### src/rtl/seq_det_ctrl.sv
// seq_det_ctrl: configurable controller around a Moore 4-bit serial sequence
// detector. The pattern, overlap mode and match limit are loaded through a
// ready/valid port while the controller is idle. Each run shifts qualified
// serial bits into a history register, flags every match for one cycle,
// counts matches and stops once the limit is reached.
//
// Ports:
//   clk, rst                 rising-edge clock, synchronous active-high reset
//   cfg_valid / cfg_ready    config handshake (ready only while idle)
//   cfg_pattern[3:0]         target sequence, MSB = oldest bit
//   cfg_overlap              1 = overlapping matches allowed
//   cfg_limit[7:0]           matches before DONE, 0 = unlimited
//   start, abort             run control (abort has priority)
//   in, in_valid             serial data bit and its qualifier
//   out                      one-cycle match flag
//   match_cnt[7:0]           matches in the current run, saturating
//   busy, done               run in progress / run finished
module seq_det_ctrl (
  input  logic       clk,
  input  logic       rst,
  input  logic       cfg_valid,
  output logic       cfg_ready,
  input  logic [3:0] cfg_pattern,
  input  logic       cfg_overlap,
  input  logic [7:0] cfg_limit,
  input  logic       start,
  input  logic       abort,
  input  logic       in,
  input  logic       in_valid,
  output logic       out,
  output logic [7:0] match_cnt,
  output logic       busy,
  output logic       done
);

  typedef enum logic [1:0] {
    IDLE = 2'd0,
    RUN  = 2'd1,
    DONE = 2'd2
  } state_t;

  state_t     state;
  logic [3:0] pattern;
  logic       overlap;
  logic [7:0] limit;
  logic [3:0] hist;
  logic [2:0] fill;

  logic [3:0] hist_nxt;
  logic [2:0] fill_inc;
  logic [7:0] cnt_inc;
  logic       hit;

  // Status flags decode straight from the state register, so they change
  // only on the clock edge.
  assign cfg_ready = (state == IDLE);
  assign busy      = (state == RUN);
  assign done      = (state == DONE);

  // Candidate history/fill after accepting the current bit; a match is
  // judged on these updated values so out rises the cycle after the bit.
  always_comb begin
    hist_nxt = {hist[2:0], in};
    fill_inc = (fill == 3'd4) ? 3'd4 : fill + 3'd1;
    hit      = (fill_inc == 3'd4) && (hist_nxt == pattern);
    cnt_inc  = (match_cnt == '1) ? match_cnt : match_cnt + 8'd1;
  end

  always_ff @(posedge clk) begin
    if (rst) begin
      state     <= IDLE;
      pattern   <= 4'b1011;
      overlap   <= 1'b1;
      limit     <= '0;
      hist      <= '0;
      fill      <= '0;
      out       <= 1'b0;
      match_cnt <= '0;
    end else begin
      out <= 1'b0;

      // A same-cycle start already sees these values on its first bit.
      if (cfg_valid && (state == IDLE)) begin
        pattern <= cfg_pattern;
        overlap <= cfg_overlap;
        limit   <= cfg_limit;
      end

      case (state)
        IDLE: begin
          if (!abort && start) begin
            state     <= RUN;
            hist      <= '0;
            fill      <= '0;
            match_cnt <= '0;
          end
        end
        RUN: begin
          // abort wins over a match on the same bit: nothing is recorded.
          if (abort) begin
            state <= IDLE;
          end else if (in_valid) begin
            hist <= hist_nxt;
            fill <= (hit && !overlap) ? 3'd0 : fill_inc;
            if (hit) begin
              out       <= 1'b1;
              match_cnt <= cnt_inc;
              if ((limit != '0) && (cnt_inc == limit)) state <= DONE;
            end
          end
        end
        DONE: begin
          if (abort) begin
            state <= IDLE;
          end else if (start) begin
            state     <= RUN;
            hist      <= '0;
            fill      <= '0;
            match_cnt <= '0;
          end
        end
        default: state <= IDLE;
      endcase
    end
  end

endmodule

### config.mk
export PLATFORM = sky130hd
export DESIGN_NAME = seq_det_ctrl
export DESIGN_NICKNAME = d
export VERILOG_FILES = /design/src/rtl/seq_det_ctrl.sv
export SDC_FILE = /design/constraint.sdc
export NUM_CORES = 1
export LEC_CHECK = 0
export CAP_MARGIN = 20
export CELL_PAD_IN_SITES_DETAIL_PLACEMENT = 1
export CELL_PAD_IN_SITES_GLOBAL_PLACEMENT = 2
export CORE_MARGIN = 1.5
export CORE_UTILIZATION = 32
export CTS_CLUSTER_SIZE = 12
export DETAILED_ROUTE_END_ITERATION = 16
export MAX_ROUTING_LAYER = met4
export PLACE_DENSITY_LB_ADDON = 0.1
export SKIP_CTS_REPAIR_TIMING = 1
export SLEW_MARGIN = 20
export SYNTH_ARGS = -nofsm -noshare
export SYNTH_HDL_FRONTEND = slang
export SYNTH_SLANG_ARGS = --single-unit
### constraint.sdc
create_clock -name clk -period 6.7 [get_ports clk]
set_input_delay 1.34 -clock clk [delete_from_list [all_inputs] [get_ports clk]]
set_output_delay 1.34 -clock clk [all_outputs]
set_load 0.1 [all_outputs]
; Word-level counts from Yosys, hierarchy flattened
; Index checks and enable logic that the tools add are counted.
[totals]
reg_bits = 30
latchBits = 0
mem_bits_rw = 0
rom_bits = 0
word_cells = 74
n_memories = 0
[op_classes]
addsub = 2
multipliers = 0
n_div = 0
order_cmp = 0
n_eq_ne = 17
shifts = 0
n_mux = 31
n_bitwise = 2
reduce_logical = 14
[op_table]
columns = operator, count
row1 = 2-to-1 mux 8 bit, 7
row2 = 2-to-1 mux 3 bit, 12
row3 = case mux 8 bit (3 select lines), 1
row4 = case mux 3 bit (3 select lines), 2
row5 = 2-to-1 mux 2 bit, 7
row6 = adder 8 x 1 -> 8 bit (second input constant), 1
row7 = equality test 8 bit, 1
row8 = equality test 8 bit (second input constant), 1
row9 = != test 2 bit (second input constant), 4
row10 = nonzero test 8 bit, 1
row11 = AND reduction 7 bit, 1
row12 = equality test 3 bit (second input constant), 2
row13 = != test 3 x 2 -> 1 bit (second input constant), 2
row14 = != test 3 bit (second input constant), 2
row15 = case mux 2 bit (3 select lines), 1
row16 = AND reduction 6 bit, 1
row17 = logical AND 1 bit, 5
row18 = AND reduction 5 bit, 1
row19 = equality test 4 bit, 1
row20 = != test 2 x 1 -> 1 bit (second input constant), 2
row21 = OR reduction 4 bit, 1
row22 = adder 3 x 1 -> 3 bit (second input constant), 1
row23 = nonzero test 3 bit, 1
row24 = equality test 2 x 1 -> 1 bit (second input constant), 1
row25 = other kinds (5), 7

; Depth between registers and ports, before layout
[depth]
ltp_word = 9
mapped_depth = 8

; Worst setup path after synthesis
; No wires, ideal clock.
[synth_timing]
path_type = register -> output
from = register state[1]
to = output port done
arrival_ps = 1704
slack_ps = 3656
path_stages_with_launch = 2
n_path_buf = 0
cell_sequence = dfxtp_1 nor2b_1
[synth_between]
elab_chain_len = 1
[synth_rtl]
columns = item, line_no
row1 = from (decl), 42  ; state_t state;
row2 = from (signal assigned), 71  ; state <= IDLE;
row3 = from (signal assigned), 92  ; state <= RUN;
row4 = from (signal assigned), 101  ; state <= IDLE;
row5 = equality test 2 bit, 58  ; assign done = (state == DONE);
row6 = to (decl), 33  ; output logic done
; No other way between the ends.

; Worst setup path in the final report
[layout_timing]
from = register state[1]
to = output port busy
[layout_between]
elab_chain_len = 1
[layout_rtl]
columns = item, line_no
row1 = equality test 2 x 1 -> 1 bit, 57  ; assign busy = (state == RUN);
row2 = to (decl), 32  ; output logic busy,
; No other way between the ends.

==> results.md <==
- Gr ovfl total: 0
- Placed cell area: 2040 µm²
- Avg Vias per Cell: 5.36
- Main combinational cell family by area after synthesis: simple AND/OR/NAND/NOR gates
- Leak: about 0.73 nW
- Total Die Area: 5750 µm²
- Initial antenna violation count: 0
- Switching Fraction: between 20% and 30%
- Unrepaired setup endpoints after global routing: no
- Status: finished clean
- Syn-to-layout area delta: 24.6%
- Simple-Gate Fraction of Synth Area: 29.8%
- Worst R2R Start: match_cnt[0]$_SDFFE_PP0P_
- Compound-cell area share of the yosys netlist: 22.3%
- Total CTS buffers: 5
- I/O Buffers: 31
- Count leader, synth: nand2_1
- Critical Path Start: state[1]$_SDFFE_PP0P_
- Core Util, Final: 41.4%
- Switching pwr: roughly 100 µW
- First-pass GRT wire length: roughly 7900 µm
- GRT Total Usage: 19.1%
- Final setup viols: 0
- Largest fanout on the critical path: 12
- Hold_sp: hist[2]$_SDFFE_PP0P_
- DRC: 0
- Worst Tran Pin Value: 970 ps
- Critical path startpoint category: register
- Diode count: 0
- Cell area after layout: 2110 µm²
- Pwr Total: 391 µW
- Ranking of synthesized cells by area: dfxtp_1 (35%), nand2_1 (9.1%), a21oi_1 (8.0%)
- Synth top cells by count: nand2_1 (41), dfxtp_1 (30), a21oi_1 (27)
- Synth cell types: 46
- Maxcap violations: 0
- Antenna-violating nets left: 0
- Reg clk slew, reported paths: ~70 ps
- Synth Area in Adders: under 10%
- Register bit total from synthesis: 30
- Largest net degree at the start of global routing: 29
- Syn Inst Count: 219
- Crit path arrival time: 2310 ps
- Biggest area consumer among synthesized cells: dfxtp_1
- Clock share of power: a little under two fifths
- Prevailing post-synth register cell: dfxtp_1
- Worst min-delay path class: reg -> reg
- Synth warn: 0
- Post-Syn Area per Cell: about 7.7 µm²
- Max_slew headroom: a little over a third
- Final WL: 4880 µm
- WL per Instance: 15.6 µm
- Worst-Skew Late Latency: approximately 280 ps
- CTS tree: done
- Req. time, crit path: 5360 ps
- # clock sinks: 30
- Worst Skew: 5.60 ps
- Worst vdd ir: 0.0000962 V
- Post-synth EDFFs: 0
- Rows: 26
- Post-Synth XOR/XNOR Area: roughly 5.7%
- Final Wtd Congestion: 0.790
- I/O Pins: 32
- H-tree level count: 2
- Tcrit/Tclk final: 54.5%
- Top-area cell type share of the netlist area: 35.4%
- Die Height: 75.8 µm
- Fill cells: between 600 and 700
- Via count: 1683
- Fraction of registers with async set/reset: 0%
- Share of cells above drive strength 1: 6.15%
- Final min period: 3650 ps
- DRT Pass-1 Iters: 4
- Final hold violations: 0
- Sequential area share after synthesis: 35.4%
- Post-Synthesis Net Count: 242
- Achievable Freq: 274 MHz
- Die X: roughly 76 µm
- Combinational Power Share: a little over an eighth
- Post-synthesis mux area share: 0%
- Drt initial violations: 127
- PwrDens: between 150 and 200 nW/µm²
- Synthesized area: 1700 µm²
- Sequential Power Share: roughly 49%
- Dpl hpwl: 3530 µm
- Reg2reg path depth: 7
- Final Net Count: between 200 and 300
- Vias in the first global route: 1589
- Final setup TNS: 0 ps
- Worst Hold Depth: 2
- Worst Setup End Kind: primary output
- Critical path class: reg -> out
- Core area: just over 5000 µm²
- Clock Tree Root: clkbuf_8
- Clock tree buffer depth: 2
- Setup WS post-layout: 3050 ps
- Initial core utilization: 33.2%
- Place WS: 3250 ps
- Pint: between 200 and 300 µW
- Pins Over Slew Limit: 0
-- state kept, by name, summed over array words and instances (netlist names) --
| signal | flops |
|---|---|
| hist | 3 |
| limit | 8 |
| fill | 3 |
| overlap | 1 |
| pattern | 4 |
| out | 1 |
| match_cnt | 8 |
| state | 2 |
-- worst max-delay path, stage by stage, from the launching register on --
cell	delay (ps)
dfxtp_1	320
nand2b_1	270
inv_2	260
clkdlybuf4s50_1	1180
-- path summary, 6_finish.rpt --
path,end,slack (ps)
max,busy,3050
max reg2reg,state[0]$_SDFFE_PP0P_,4150
min reg2reg,hist[2]$_SDFFE_PP0P_,480
min,hist[2]$_SDFFE_PP0P_,480
-- stage by stage --
| stage | hold WS, ps | instances |
|---|---|---|
| 6_report | 479 | 314 |
| 5_1_grt | 501 | 314 |
| 4_1_cts | 485 | 314 |
| 3_5_place_dp | 475 | 308 |
| 3_3_place_gp | 462 | 308 |
| 2_1_floorplan | 438 | 219 |
-- power by group through the flow --
| stage | sequential, mW | combinational (mW) | clock [mW] |
|---|---|---|---|
| floorplan | 0.193 | 0.0333 | 0 |
| global placement | 0.194 | 0.0535 | 0 |
| detailed placement | 0.194 | 0.0538 | 0 |
| CTS | 0.190 | 0.0539 | 0.153 |
| global route | 0.191 | 0.0590 | 0.161 |
| finish | 0.190 | 0.0528 | 0.147 |
-- layout by cell type (no fill, tap or decap), drive strengths merged, types with 3 or more instances in the layout --
master / count
a211oi: 3
a21o: 3
a21oi: 28
a22oi: 3
a31oi: 3
and4: 4
clkbuf: 6
clkdlybuf4s50: 30
dfxtp: 30
ha: 3
inv: 5
nand2: 42
nand2b: 3
nand3: 8
nand3b: 4
nand4: 4
nand4b: 3
nor2: 14
nor3: 7
nor4: 3
o21ai: 8
xnor2: 8
xor2: 3
-- cell type report --
type | instances | area (µm²) | area share [%]
timing repair buffer | 31 | 305 | 14.4
sequential | 30 | 601 | 28.4
clock buffer | 6 | 82.6 | 3.91
tap | 70 | 87.6 | 4.14
inverter | 5 | 18.8 | 0.888
multi-input combinational | 172 | 1020 | 48.2
-- kinds of logic after synthesis --
| group | Yosys count |
|---|---|
| XOR/XNOR | 11 |
| flip-flops | 30 |
| AND/OR/NAND/NOR | 99 |
| adder cells (fa/ha/maj) | 3 |
| AO/OA/AOI/OAI | 59 |
| buffers and inverters | 17 |
-- metal layers --
metal	part of all wire, %	GRT usage, %
met5	0	-
met4	0.45	5.95
met3	3.1	4.37
met2	48	29.4
met1	49	24.9
No activity file was read; power rests on OpenSTA's default activity.
